===== src/rtl/alu_iter.sv =====
`default_nettype none
// +--------------------------------------------------------------------------+
// | Module   : alu_iter                                                      |
// | Purpose  : Registered execute-stage ALU with start/busy/done handshake.  |
// |            Logic, add/sub and compare ops finish in one cycle; MULTU     |
// |            (shift-add) and DIVU (restoring) take WIDTH cycles and also   |
// |            return a HI word. Flags are registered together with result.  |
// | Options  : ALU_DIV_EN - build the DIVU datapath; when undefined, gin=1001 |
// |            is treated as an unknown single-cycle op.                     |
// | Revision : 1.0 - initial release                                         |
// +--------------------------------------------------------------------------+
module alu_iter #(
  parameter int WIDTH = 32
) (
  input  logic             clk,
  input  logic             reset,
  input  logic             start,
  input  logic [3:0]       gin,
  input  logic [WIDTH-1:0] a,
  input  logic [WIDTH-1:0] b,
  output logic [WIDTH-1:0] result,
  output logic [WIDTH-1:0] hi,
  output logic             busy,
  output logic             done,
  output logic             zout,
  output logic             vout,
  output logic             nout
);

  localparam int            C_CW       = (WIDTH > 1) ? $clog2(WIDTH) : 1;
  localparam logic [C_CW-1:0] C_CNT_LAST = C_CW'(WIDTH - 1);

  localparam logic [3:0] C_OP_AND   = 4'b0000;
  localparam logic [3:0] C_OP_OR    = 4'b0001;
  localparam logic [3:0] C_OP_ADD   = 4'b0010;
  localparam logic [3:0] C_OP_NOR   = 4'b0011;
  localparam logic [3:0] C_OP_XOR   = 4'b0100;
  localparam logic [3:0] C_OP_SLTU  = 4'b0101;
  localparam logic [3:0] C_OP_SUB   = 4'b0110;
  localparam logic [3:0] C_OP_SLT   = 4'b0111;
  localparam logic [3:0] C_OP_MULTU = 4'b1000;
`ifdef ALU_DIV_EN
  localparam logic [3:0] C_OP_DIVU  = 4'b1001;
`endif

  typedef enum logic [0:0] {
    S_IDLE = 1'b0,
    S_RUN  = 1'b1
  } state_t;

  state_t            state_q;
  logic [WIDTH-1:0]  result_q;
  logic [WIDTH-1:0]  hi_q;
  logic              busy_q;
  logic              done_q;
  logic              zout_q;
  logic              vout_q;
  logic              nout_q;
  // acc_q: partial product high half / partial remainder
  // lo_q : multiplier shifting out / dividend shifting out, quotient in
  logic [WIDTH-1:0]  acc_q;
  logic [WIDTH-1:0]  lo_q;
  logic [WIDTH-1:0]  opb_q;
  logic [C_CW-1:0]   cnt_q;
`ifdef ALU_DIV_EN
  logic              is_div_q;
  logic              bzero_q;
`endif

  logic [WIDTH-1:0]  sum_w;
  logic [WIDTH-1:0]  diff_w;
  logic [WIDTH-1:0]  alu_res_d;
  logic              alu_v_d;
  logic              iter_op_w;
  logic [WIDTH:0]    mul_sum_w;
  logic [WIDTH-1:0]  step_acc_d;
  logic [WIDTH-1:0]  step_lo_d;
  logic              fin_z_w;
  logic              fin_v_w;

  assign sum_w  = a + b;
  assign diff_w = a - b;

  // Single-cycle result and overflow for every non-iterative code
  always_comb begin
    alu_res_d = '0;
    alu_v_d   = 1'b0;
    case (gin)
      C_OP_AND:  alu_res_d = a & b;
      C_OP_OR:   alu_res_d = a | b;
      C_OP_NOR:  alu_res_d = ~(a | b);
      C_OP_XOR:  alu_res_d = a ^ b;
      C_OP_ADD: begin
        alu_res_d = sum_w;
        alu_v_d   = (a[WIDTH-1] == b[WIDTH-1]) && (sum_w[WIDTH-1] != a[WIDTH-1]);
      end
      C_OP_SUB: begin
        alu_res_d = diff_w;
        alu_v_d   = (a[WIDTH-1] != b[WIDTH-1]) && (diff_w[WIDTH-1] != a[WIDTH-1]);
      end
      C_OP_SLTU: alu_res_d = {{(WIDTH-1){1'b0}}, (a < b)};
      // Native signed compare: no subtract, so no wrap error at the extremes
      C_OP_SLT:  alu_res_d = {{(WIDTH-1){1'b0}}, ($signed(a) < $signed(b))};
      default:   alu_res_d = '0;
    endcase
  end

`ifdef ALU_DIV_EN
  assign iter_op_w = (gin == C_OP_MULTU) || (gin == C_OP_DIVU);
`else
  assign iter_op_w = (gin == C_OP_MULTU);
`endif

  // Shift-add step: add multiplicand into the high half when the current
  // multiplier bit is set, then shift the {carry,acc,lo} product right.
  assign mul_sum_w = {1'b0, acc_q} + (lo_q[0] ? {1'b0, opb_q} : {(WIDTH+1){1'b0}});

`ifdef ALU_DIV_EN
  logic [WIDTH:0] div_shift_w;
  logic [WIDTH:0] div_trial_w;

  // The partial remainder stays below the divisor, so the shifted value is
  // below 2*divisor and the trial difference's top bit is a clean borrow.
  assign div_shift_w = {acc_q, lo_q[WIDTH-1]};
  assign div_trial_w = div_shift_w - {1'b0, opb_q};

  // One iteration of either the multiplier or the restoring divider
  always_comb begin
    step_acc_d = mul_sum_w[WIDTH:1];
    step_lo_d  = {mul_sum_w[0], lo_q[WIDTH-1:1]};
    if (is_div_q) begin
      if (!div_trial_w[WIDTH]) begin
        step_acc_d = div_trial_w[WIDTH-1:0];
        step_lo_d  = {lo_q[WIDTH-2:0], 1'b1};
      end else begin
        step_acc_d = div_shift_w[WIDTH-1:0];
        step_lo_d  = {lo_q[WIDTH-2:0], 1'b0};
      end
    end
  end

  // A zero divisor naturally yields all-ones quotient and remainder=a;
  // only the overflow flag needs the remembered b==0 condition.
  assign fin_v_w = is_div_q ? bzero_q : (step_acc_d != '0);
  assign fin_z_w = is_div_q ? (step_lo_d == '0) : ({step_acc_d, step_lo_d} == '0);
`else
  // One iteration of the multiplier
  always_comb begin
    step_acc_d = mul_sum_w[WIDTH:1];
    step_lo_d  = {mul_sum_w[0], lo_q[WIDTH-1:1]};
  end

  assign fin_v_w = (step_acc_d != '0);
  assign fin_z_w = ({step_acc_d, step_lo_d} == '0);
`endif

  // Control FSM plus all registered outputs and iterative datapath state
  always_ff @(posedge clk) begin
    if (reset) begin
      state_q  <= S_IDLE;
      result_q <= '0;
      hi_q     <= '0;
      busy_q   <= 1'b0;
      done_q   <= 1'b0;
      zout_q   <= 1'b0;
      vout_q   <= 1'b0;
      nout_q   <= 1'b0;
      acc_q    <= '0;
      lo_q     <= '0;
      opb_q    <= '0;
      cnt_q    <= '0;
`ifdef ALU_DIV_EN
      is_div_q <= 1'b0;
      bzero_q  <= 1'b0;
`endif
    end else begin
      done_q <= 1'b0;
      case (state_q)
        S_IDLE: begin
          if (start) begin
            if (iter_op_w) begin
              state_q  <= S_RUN;
              busy_q   <= 1'b1;
              acc_q    <= '0;
              lo_q     <= a;
              opb_q    <= b;
              cnt_q    <= '0;
`ifdef ALU_DIV_EN
              is_div_q <= (gin == C_OP_DIVU);
              bzero_q  <= (b == '0);
`endif
            end else begin
              result_q <= alu_res_d;
              hi_q     <= '0;
              vout_q   <= alu_v_d;
              zout_q   <= (alu_res_d == '0);
              nout_q   <= alu_res_d[WIDTH-1];
              done_q   <= 1'b1;
            end
          end
        end
        S_RUN: begin
          acc_q <= step_acc_d;
          lo_q  <= step_lo_d;
          cnt_q <= cnt_q + 1'b1;
          if (cnt_q == C_CNT_LAST) begin
            state_q  <= S_IDLE;
            busy_q   <= 1'b0;
            done_q   <= 1'b1;
            result_q <= step_lo_d;
            hi_q     <= step_acc_d;
            zout_q   <= fin_z_w;
            vout_q   <= fin_v_w;
            nout_q   <= step_lo_d[WIDTH-1];
          end
        end
        default: state_q <= S_IDLE;
      endcase
    end
  end

  assign result = result_q;
  assign hi     = hi_q;
  assign busy   = busy_q;
  assign done   = done_q;
  assign zout   = zout_q;
  assign vout   = vout_q;
  assign nout   = nout_q;

endmodule
`default_nettype wire

===== config.mk =====
export PLATFORM = sky130hd
export DESIGN_NAME = alu_iter
export DESIGN_NICKNAME = d
export VERILOG_FILES = /design/src/rtl/alu_iter.sv
export SDC_FILE = /design/constraint.sdc
export NUM_CORES = 1
export LEC_CHECK = 0
export BUFFER_PORTS_ARGS = -buffer_cell sky130_fd_sc_hd__clkbuf_2
export CELL_PAD_IN_SITES_DETAIL_PLACEMENT = 0
export CELL_PAD_IN_SITES_GLOBAL_PLACEMENT = 1
export CORE_MARGIN = 2
export CORE_UTILIZATION = 40
export DETAILED_ROUTE_END_ITERATION = 6
export PLACE_DENSITY_LB_ADDON = 0.1
export SLEW_MARGIN = 20
export SYNTH_ARGS = -nofsm -noshare
export SYNTH_HDL_FRONTEND = slang
export SYNTH_SLANG_ARGS = --single-unit

===== constraint.sdc =====
create_clock -name clk -period 3.9 [get_ports clk]
set_input_delay 0.585 -clock clk [delete_from_list [all_inputs] [get_ports clk]]
set_output_delay 0.585 -clock clk [all_outputs]
set_load 0.005 [all_outputs]

* After elaboration in Yosys (flattened, before gate mapping)
Cells that the tools add are included.
Word-level totals: bits in registers 171, input bits 71, output and inout port bits 69
Cells by class: $add $sub $neg 4, magnitude comparators 2, equal/unequal tests 17, multiplexer cells 44, bitwise operators 5, reduce and logical (&&, ||, !) cells 10
Operators by type and width (number):
- $mux W32 | 11
- $pmux W32 S2 | 4
- $pmux W32 S8 | 1
- $logic_not A64 Y1 | 1
- $lt A32 B32 Y1 | 2
- $add A32 B32 Y33 | 1
- $add A32 B32 Y32 | 1
- $and A32 B32 Y32 | 1
- $logic_not A32 Y1 | 1
- $not A32 Y32 | 1
- $or A32 B32 Y32 | 1
- $reduce_bool A32 Y1 | 1
- $sub A32 B32 Y32 | 1
- $xor A32 B32 Y32 | 1
- $mux W1 | 18
- $eq A4 B3 Y1 const B | 4
- $pmux W1 S2 | 7
- $mux W5 | 2
- $pmux W5 S2 | 1
- $reduce_and A3 Y1 | 3
- $eq A4 B2 Y1 const B | 2
- $ne A2 B2 Y1 const B | 3
- $add A5 B1 Y5 const B | 1
- $eq A5 B5 Y1 const B | 1
- 9 further kinds | 12

* Depth between registers and ports, before layout
Gate-level depths: netlist of run 1.
word-level depth 7, gate-level depth with buffers 16, depth with buffers taken out 15

* Worst setup path before layout of run 1
OpenSTA, ideal clock, no wires.
path kind reg2reg, start reg lo_q[0], end reg vout_q, in the netlist vout, library setup time 0.132 ns, arrival 3.649 ns, data required time 3.768 ns, path slack 0.119 ns, cell stages (with the launch flop) 17, path buffers 1, clock period less this slack 3.781 ns, path through dfxtp_1 -> clkbuf_1 -> and2_1 -> ha_1 -> inv_1 -> fa_1 -> nor2b_1 -> o2111a_1 -> o21ai_2 -> a31oi_1 -> o21ai_0 -> xnor2_1 -> or4_1 -> or3_1 -> nor4_2 -> a211o_1 -> a21oi_1
On the way: cells in the longest elaborated chain, start to end 5
Ends and longest elaborated chain:
- from (decl) | RTL line 62 | logic [WIDTH-1:0] lo_q;
- from (signal assigned) | RTL line 204 | lo_q <= step_lo_d;
- $mux W32 | RTL line 116 | assign mul_sum_w = {1'b0, acc_q} + (lo_q[0] ? {1'b0, opb_q} : {(WIDTH+1){1'b0}});
- $add A32 B32 Y33 | RTL line 116
- $reduce_bool A32 Y1 | RTL line 153 | assign fin_v_w = (step_acc_d != '0);
- $mux W1 | RTL line 206 | if (cnt_q == C_CNT_LAST) begin
- $pmux W1 S2 | RTL line 178 | case (state_q)
- to (signal assigned) | RTL line 195 | vout_q <= alu_v_d;
- to (signal assigned) | RTL line 213 | vout_q <= fin_v_w;
- to (decl) | RTL line 57 | logic vout_q;
Every way passes these cells. The select of a mux whose other input is x is not followed. A chain may end at the register's enable or synchronous reset.

* Worst setup path in the final report of run 1
Same ends and word-level chain as after synthesis.

==> results of run 1 <==
## Yosys cell counts, types with 30 or more instances
library cell	number
nor3_1	38
a211oi_1	47
nor2_1	226
a311oi_1	30
and2_1	39
o21ai_0	97
a21oi_1	213
and3_1	46
inv_1	107
ha_1	133
clkbuf_1	102
dfxtp_1	170
a31oi_1	32
nand2_1	266
nand3_1	40
## cells by family after synthesis
group / count (synthesis) / share of synthesized area, %
muxes: 12 / 0.816
AOI/OAI and AO/OA: 671 / 30.1
buffers and inverters: 255 / 6.70
and+or+nand+nor: 809 / 25.7
DFF: 170 / 22.9
adders and majority gates: 136 / 11.6
xor gates and xnor gates: 36 / 2.12
## final timing paths
check	to	cells after the start	startpoint	slack (ns)
max	vout$_SDFFE_PP0P_	16	lo_q[0]$_SDFFE_PP0P_	0.09
min	opb_q[24]$_SDFFE_PP0P_	3	b[24]	0.40
max reg2reg	vout$_SDFFE_PP0P_	16	lo_q[0]$_SDFFE_PP0P_	0.09
min reg2reg	result[0]$_SDFFE_PP0P_	2	result[0]$_SDFFE_PP0P_	0.44
## layout make-up
class	count	share of cell area [%]
Clock buffer	18	2.23
Timing Repair Buffer	552	19.9
Clock inverter	14	0.884
Multi-Input combinational cell	1664	54.5
Inverter	112	2.14
Tap cell	468	2.98
Sequential cell	170	17.3
## worst max-delay path, delay by kind of cell, from the launching register on
kind                       cells  cell delay, ns
and+or+nand+nor                5            1.19
AOI/OAI and AO/OA              5            0.87
buffers and inverters          4            0.67
DFF                            1            0.34
adders and majority gates      1            0.32
muxes                          1            0.25
## registers in the layout, summed over array words and instances (netlist names)
register / count
zout: 1
state_q: 1
cnt_q: 5
busy: 1
opb_q: 32
nout: 1
acc_q: 32
vout: 1
done: 1
result: 31
hi: 32
lo_q: 32
## report_power, final
part	total, mW	switching, mW	internal [mW]
Clock	1.79	0.901	0.885
Sequential	1.81	0.0316	1.78
Combinational	1.68	0.973	0.709
Total	5.28	1.91	3.37
## metrics by stage
| step | cell area, um2 | TNS, ns |
|---|---|---|
| after floorplan | 14900 | 0 |
| after global placement | 18800 | -2.17 |
| after detailed placement | 18800 | -2.83 |
| after CTS | 19400 | -0.0842 |
| after global routing | 19700 | -0.0717 |
| final | 19700 | 0 |
## routing by layer
metal	vias to the layer above	wire length (um)	global-route usage, %
li1	8404	-	-
met1	8183	27800	41.3
met2	568	31000	57.2
met3	141	3080	3.70
met4	0	3540	17.3
met5	-	0	0
## what timing repair did
action,4_1_cts,5_1_grt
pin swaps,1,19
setup endpoints to repair,3,7
buffers inserted,0,6
gates resized for setup,3,46
cloned,0,0
==> metrics.md, run 1 <==
| Metric | Value |
|---|---|
| Commonest non-fill, non-tap cell in the layout | `buf_4` |
| Crit path kind | `reg2reg` |
| Pre-antenna DRT Iters | `7` |
| Hold Path Class | `in2reg` |
| Clock Sinks | `170` |
| Clock Skews | `0.0200 ns` |
| Top-area cell type share of the netlist area | `22.9%` |
| Layout net count | `2724` |
| Core Footprint | `roughly 37000 um2` |
| DP Cell Count | `2960` |
| Largest net degree at the start of global routing | `80` |
| DR vias/cell | `5.77` |
| CP max FO | `32` |
| Non-Filler Instances | `2998` |
| Grt total ovfl | `0` |
| Status | `finished, violations left` |
| CP Data Arrival Time | `4.12 ns` |
| Post-synth EDFFs | `0` |
| RSZ-0062 raised after global routing | `true` |
| DRT antenna net count | `0` |
| Post-synth top area cell | `dfxtp_1` |
| Syn Nets | `2296` |
| Crit path top cell by count | `buf_4` |
| Max Cap Viol | `0` |
| Synth Register Bits | `170` |
| CTS tree | `built` |
| Critical path startpoint category | `register` |
| Clk root buf | `clkbuf_16` |
| Tot GR Track Use | `33.4%` |
| Period minus WS final | `3.81 ns` |
| Routed wire length | `approximately 65000 um` |
| Violated checks | `DRC` |
| Mapped Cells | `2089` |
| FF+latch area | `3410 um2` |
| Yosys cell types | `89` |
| Vias in the first global route | `17000` |
| Power Density | `268 nW/um2` |
| Fin util | `53.7%` |
| Netlist Area Pre-Place | `approximately 15000 um2` |
| Num CTS Buffers | `17` |
| Clk slew on worst S/H paths | `0.08 ns` |
| DRC viols | `5` |
| Die height | `197 um` |
| Pleak | `just under 9 nW` |
| Initial antenna violation count | `0` |
| Hpwl dp | `52300 um` |
| # hold bufs at CTS | `0` |
| Synth warn | `0` |
| Mean Syn Cell Area | `7.12 um2` |
| GPL Wtd Cong | `approximately 0.96` |
| Critical path's largest stage delay | `0.42 ns` |
| First-pass GRT wire length | `99100 um` |
| Fin. max-slew vios | `0` |
| Port Buf Inserts | `139` |
| Finish-stage setup viols | `0` |
| Primary FF master, synth | `dfxtp_1` |
| Most frequent cells in the layout | `buf_4, nand2_1, nor2_1, a21oi_1, dfxtp_1` |
| Vias post-DR | `17300` |
| Filler cells | `3687` |
| Register area share after synthesis | `22.9%` |
| Multi-input gate area | `10700 um2` |
| CP required | `between 4 and 5 ns` |
| Final Hold Viols | `0` |
| Asr flop ratio synth | `0%` |
| Ant. Diodes | `0` |
| Worst Max-Slew Pin Slew | `0.853 ns` |
| Crit end category | `register` |
| Clock latency on the worst-skew pair | `0.46 ns` |
| Final worst slack | `between 0.08 and 0.09 ns` |
| Iter 0 DRT Violations | `roughly 1200` |
| Max stage delay cell, worst path | `or3_1` |
| # IOs | `140` |
| Worst-path cell chain | `buf_12 -> and2_1 -> ha_4 -> nand2_1 -> buf_4 -> or3_1 -> buf_4 -> a211o_1 -> a21o_1 -> a21oi_2 -> mux2i_1 -> nand2_1 -> nor4_4 -> buf_4 -> a211o_1 -> a21oi_1` |
| # rows | `70` |
| Final hold slack | `0.400 ns` |
| WL/cell | `roughly 22 um` |
| Slew headroom | `between 40% and 50%` |
| Initial core utilization | `40.6%` |
| Fraction of layout cells with a size suffix above 1 | `approximately a quarter` |
| H-tree depth | `4` |
| Area growth syn-to-layout | `32.3%` |
| Die footprint | `38700 um2` |
| Max Buffers Root-to-Sink | `2` |
| Total Power | `5.28 mW` |
| Top cells by area, synth | `dfxtp_1, ha_1, a21oi_1, nand2_1, nor2_1` |
| FMAX | `roughly 260 MHz` |
| Final period util | `97.7%` |
| VDD IR max | `~300 uV` |
| Die X | `197 um` |
| Pre-CTS WS | `-0.593 ns` |
Power figures use the tool's default switching activity.
==> run 2: changes to the inputs <==
--- a/config.mk
+++ b/config.mk
@@ -11,6 +11,7 @@
 export CORE_MARGIN = 2
 export CORE_UTILIZATION = 40
 export DETAILED_ROUTE_END_ITERATION = 6
+export GPL_TIMING_DRIVEN = 0
 export PLACE_DENSITY_LB_ADDON = 0.1
 export SLEW_MARGIN = 20
 export SYNTH_ARGS = -nofsm -noshare
==> run 2 against run 1 <==
Net effect: the flow finishes with violations (setup timing); core utilization shrank 5.4 points; critical path depth decreased by 1; die area unchanged; largest cell class unchanged; critical endpoint is now zout$_SDFFE_PP0P_; largest power group is now clock; sequential share of layout area up 1.9 points; via count decreased by 1.3%; clock skew decreased by 0.0075 ns.
==> metrics.md, run 2 (synthesis gave the netlist of run 1 again) <==
| Metric | Value |
|---|---|
| Sequential share of power | `34.4%` |
| CTS tree | `built` |
| VDD IR max | `between 300 and 400 uV` |
| # hold bufs at CTS | `0` |
| Most frequent cells in the layout | `nand2_1, nor2_1, a21oi_1, dfxtp_1, clkbuf_2` |
| Power Density | `297 nW/um2` |
| Port Buf Inserts | `138` |
| Comb pwr share | `28.4%` |
| GPL Wtd Cong | `1.02` |
| CP Data Arrival Time | `4.36 ns` |
| Iter 0 DRT Violations | `~1600` |
| CP max FO | `10` |
| Clk root buf | `clkbuf_16` |
| Hold Path Class | `in2reg` |
| Crit end category | `register` |
| Final Hold Viols | `0` |
| Max Cap Viol | `0` |
| DR vias/cell | `approximately 6.2` |
| P_int | `3.43 mW` |
| CP required | `4.30 ns` |
| FMAX | `252 MHz` |
| Max Buffers Root-to-Sink | `2` |
| Die height | `197 um` |
| Critical path startpoint category | `input pin` |
| Switch share | `34.8%` |
| Clock Skews | `0.0125 ns` |
| Crit path kind | `in2reg` |
| Tot GR Track Use | `35.7%` |
| Commonest non-fill, non-tap cell in the layout | `nand2_1` |
| Final hold slack | `0.399 ns` |
| Num CTS Buffers | `17` |
| First-pass GRT wire length | `103000 um` |
| Die X | `about 200 um` |
| Finish-stage setup viols | `1` |
| Routed wire length | `70300 um` |
| Clock latency on the worst-skew pair | `0.46 ns` |
| Slew headroom | `36.4%` |
| Violated checks | `setup timing` |
| Clock Sinks | `170` |
| Initial core utilization | `40.6%` |
| Initial antenna violation count | `1` |
| DRT antenna net count | `0` |
| WL/cell | `25.6 um` |
| Period minus WS final | `3.96 ns` |
| Status | `finished, violations left` |
| Clock Power Share | `37.2%` |
| Largest net degree at the start of global routing | `20` |
| RSZ-0062 raised after global routing | `true` |
| Filler cells | `3836` |
| Ant. Diodes | `0` |
| Fraction of layout cells with a size suffix above 1 | `16.0%` |
| Pre-antenna DRT Iters | `6` |
| Hpwl dp | `between 50000 and 60000 um` |
| Layout net count | `2470` |
| DRC viols | `0` |
| Final worst slack | `-0.0646 ns` |
| Grt total ovfl | `0` |
| # IOs | `140` |
| H-tree depth | `4` |
| Pleak | `approximately 7.4 nW` |
| Core Footprint | `36600 um2` |
| Vias post-DR | `approximately 17000` |
| TNS Setup | `-0.0646 ns` |
| # rows | `70` |
| Clk slew on worst S/H paths | `0.07 ns` |
| Area growth syn-to-layout | `19.1%` |
| Final period util | `102%` |
| NetSw | `1.83 mW` |
| Worst Max-Slew Pin Slew | `0.954 ns` |
| Die footprint | `38700 um2` |
| Vias in the first global route | `16200` |
| Fin. max-slew vios | `0` |
[run 2: cell count changes in the layout (fill, tap and decap cells not counted), sizes merged]
cell and delta:
clkbuf +99, clkinvlp +1, inv -2, bufinv +5, clkinv -6, buf -352
[run 2: path summary, 6_finish.rpt]
check / cells past startpoint / to / slack [ns] / from
max: 15 / zout$_SDFFE_PP0P_ / -0.06 / gin[0]
min: 3 / opb_q[22]$_SDFFE_PP0P_ / 0.40 / b[22]
max reg2reg: 14 / vout$_SDFFE_PP0P_ / 0.06 / lo_q[0]$_SDFFE_PP0P_
min reg2reg: 2 / result[24]$_SDFFE_PP0P_ / 0.45 / result[24]$_SDFFE_PP0P_
[run 2: layer usage]
| layer | track usage (%) | part of all wire (%) | up-vias |
|---|---|---|---|
| met3 | 4.74 | 6.8 | 172 |
| met2 | 58.8 | 45 | 806 |
| met4 | 21.1 | 6.5 | 2 |
| met5 | 0 | 0.020 | - |
| li1 | - | - | 7902 |
| met1 | 44.7 | 41 | 8182 |
[run 2: critical path, cell delays in order]
cell and delay (ns):
clkbuf_1 0.35, buf_2 0.36, buf_2 0.30, buf_2 0.34
buf_2 0.37, nand2_1 0.08, o21ai_0 0.08, o21ai_0 0.15
a22oi_1 0.18, o22ai_1 0.12, a21oi_1 0.45, nand4_1 0.34
nor4_2 0.33, nand4_1 0.14, o21ai_1 0.16
[run 2: power groups by stage]
stage / registers [mW] / clock network [mW] / logic, mW
final: 1.81 / 1.96 / 1.49
after global routing: 1.81 / 2.04 / 1.59
after CTS: 1.81 / 1.97 / 1.41
after detailed placement: 1.85 / 0 / 1.35
after global placement: 1.85 / 0 / 1.35
after floorplan: 1.84 / 0 / 0.820
[run 2: cell type report]
cell class,count,area [um2],area share [%]
Sequential cell,170,3410,19.3
Multi-Input combinational cell,1664,11200,63.0
Timing Repair Buffer,160,856,4.84
Tap cell,468,586,3.31
Buffer,138,607,3.43
Clock buffer,19,453,2.56
Inverter,112,425,2.40
Clock inverter,12,211,1.19
[run 2: through the flow]
stage / setup slack [ns] / instance area, um2 / total power [mW] / cells / utilization [%]
2_1_floorplan: 0.119 / 14900 / 2.66 / 2089 / -
3_3_place_gp: -2.20 / 16100 / 3.19 / 2695 / 44.1
3_5_place_dp: -1.43 / 16200 / 3.20 / 2695 / 44.2
4_1_cts: -0.0752 / 17300 / 5.18 / 2735 / 47.3
5_1_grt: -0.0882 / 17700 / 5.44 / 2743 / 48.3
6_report: -0.0646 / 17700 / 5.26 / 2743 / 48.3
[run 2: timing repair]
| item | in CTS | in global routing |
|---|---|---|
| setup endpoints to repair | 27 | 9 |
| buffers inserted | 12 | 10 |
| gates resized for setup | 90 | 72 |
| pin swaps | 14 | 25 |
==> run 3: changes to the inputs <==
--- a/config.mk
+++ b/config.mk
@@ -13,6 +13,7 @@
 export DETAILED_ROUTE_END_ITERATION = 6
 export GPL_TIMING_DRIVEN = 0
 export PLACE_DENSITY_LB_ADDON = 0.1
+export REMOVE_ABC_BUFFERS = 1
 export SLEW_MARGIN = 20
 export SYNTH_ARGS = -nofsm -noshare
 export SYNTH_HDL_FRONTEND = slang
==> run 3 against run 2 <==
Net effect: the run now ends clean; register-to-register slack improved by 0.04 ns; sequential power about the same; critical path type is now reg2reg; core utilization decreased by 0.65 points; count of clock-buffer cells in the layout increased by 1; combinational power decreased by 5%; power decreased by 3.5%; via count decreased by 6.1%; hold slack improved by 0.022 ns; sequential share of layout area increased by 0.28 points; critical path depth unchanged; die area unchanged.
==> metrics.md, run 3 (synthesis gave the netlist of run 1 again) <==
| Metric | Value |
|---|---|
| Status | `finished, final reports clean` |
| Non-Filler Instances | `2622` |
| Die height | `197 um` |
| Largest net degree at the start of global routing | `77` |
| DP Cell Count | `2572` |
| Clock Sinks | `170` |
| Commonest non-fill, non-tap cell in the layout | `nand2_1` |
| Layout net count | `2347` |
| Worst-path cell chain | `buf_4 -> buf_6 -> and2_1 -> ha_2 -> nand2_1 -> o21ai_0 -> nor2_1 -> a2bb2oi_1 -> o21ai_2 -> xnor2_2 -> or4_4 -> or3_4 -> nor4_4 -> a211o_1 -> a21oi_1` |
| # rows | `70` |
| Initial core utilization | `40.6%` |
| Hold_sp | `b[0]` |
| Vias in the first global route | `14900` |
| Port Buf Inserts | `139` |
| Final period util | `between 90 and 100%` |
| # IOs | `140` |
| Core Footprint | `36600 um2` |
| Pre-antenna DRT Iters | `5` |
| Max stage delay cell, worst path | `or4_4` |
| CP required | `4.21 ns` |
| Most frequent cells in the layout | `nand2_1, nor2_1, a21oi_1, dfxtp_1, clkbuf_2` |
| Tot GR Track Use | `29.7%` |
| Fin util | `47.7%` |
| Buf+Inv Stages, Crit Path | `2` |
| WL/cell | `22.4 um` |
| Final Hold Viols | `0` |
| Die footprint | `38700 um2` |
| Area growth syn-to-layout | `17.5%` |
| Clk root buf | `clkbuf_16` |
| Clock latency on the worst-skew pair | `between 0.4 and 0.5 ns` |
| Routed wire length | `58700 um` |
| Critical path's largest stage delay | `0.56 ns` |
| Crit path kind | `reg2reg` |
| VDD IR max | `270 uV` |
| Power Density | `about 290 nW/um2` |
| Max Buffers Root-to-Sink | `2` |
| Num CTS Buffers | `17` |
| DRC viols | `0` |
| TNS Setup | `0 ns` |
| First-pass GRT wire length | `around 89000 um` |
| Period minus WS final | `between 3 and 4 ns` |
| Crit end category | `register` |
| Max Cap Viol | `0` |
| DRT antenna net count | `0` |
| GPL Wtd Cong | `about 0.94` |
| RSZ-0062 raised after global routing | `true` |
| Critical path startpoint category | `register` |
| Die X | `197 um` |
| CP Data Arrival Time | `4.11 ns` |
| Fin. max-slew vios | `0` |
| CP max FO | `16` |
| Iter 0 DRT Violations | `around 1200` |
| Hold Path Class | `in2reg` |
| Clk slew on worst S/H paths | `about 0.070 ns` |
| RR Startpoint | `lo_q[0]$_SDFFE_PP0P_` |
| FMAX | `263 MHz` |
| Critical Path Source | `lo_q[0]$_SDFFE_PP0P_` |
| Initial antenna violation count | `1` |
| Clock Skews | `0.0111 ns` |
| H-tree depth | `4` |
| Grt total ovfl | `0` |
| DR vias/cell | `between 6 and 7` |
| Finish-stage setup viols | `0` |
| Hpwl dp | `44200 um` |
| CTS tree | `built` |
| Vias post-DR | `16000` |
| Fraction of layout cells with a size suffix above 1 | `between 15 and 20%` |
| Worst Max-Slew Pin Slew | `1.09 ns` |
| CP delay by family, top | `simple AND/OR/NAND/NOR gates` |
| Pleak | `7.19 nW` |
| Slew headroom | `26.4%` |
run 3: changes by cell type in the layout (fill, tap and decap cells not counted), sizes merged:
cell	before	now
clkbuf	254	159
inv	112	113
bufinv	5	3
clkinvlp	2	3
buf	63	35
diode	0	1
nand4bb	1	2
run 3: path summary, 6_finish.rpt:
path | cells after the start | slack (ns) | end
hold reg to reg | 2 | 0.45 | opb_q[19]$_SDFFE_PP0P_
setup / recovery | 15 | 0.1 | vout$_SDFFE_PP0P_
hold / removal | 3 | 0.42 | opb_q[0]$_SDFFE_PP0P_
setup reg to reg | 15 | 0.1 | vout$_SDFFE_PP0P_
run 3: cell type report:
type                       instances  area (um2)
timing repair buffer             174        1170
multi-input combinational       1665       11200
tap                              468         586
fill                            3785       19100
clock buffer                      20         457
sequential                       170        3410
inverter                         112         430
clock inverter                    12         161
antenna                            1        2.50
run 3: worst min-delay path: stages:
cell	delay, ns
clkbuf_2	0.11
nand2_1	0.06
a21oi_1	0.05
run 3: power by group:
group / internal, mW / switching (mW) / total (mW)
clock network: 1.05 / 0.795 / 1.85
logic: 0.488 / 0.928 / 1.42
registers: 1.78 / 0.0342 / 1.81
total: 3.32 / 1.76 / 5.07
run 3: per-stage QoR:
step	hold slack, ns	power (mW)	area [um2]	setup slack [ns]
2_1_floorplan	0.426	2.60	14300	-0.0665
3_3_place_gp	0.434	3.09	15600	-4.19
3_5_place_dp	0.440	3.12	16000	-1.33
4_1_cts	0.418	5.00	17000	0.00649
5_1_grt	0.440	5.28	17500	-0.0395
6_report	0.421	5.07	17500	0.0977
run 3: routing by layer:
metal	GRT usage [%]	wire, um	share of wire [%]	vias up
li1	-	-	-	7664
met4	9.05	1540	2.6	0
met1	41.6	27300	46	7743
met5	0	0	0	-
met3	4.48	3680	6.3	84
met2	46.9	26200	45	533
run 3: repair_timing:
item	in CTS	in global routing
buffers inserted	11	5
hold buffers	0	0
cloned	1	0
pin swaps	13	24
resized for setup	60	90
endpoints found under the setup margin	13	6
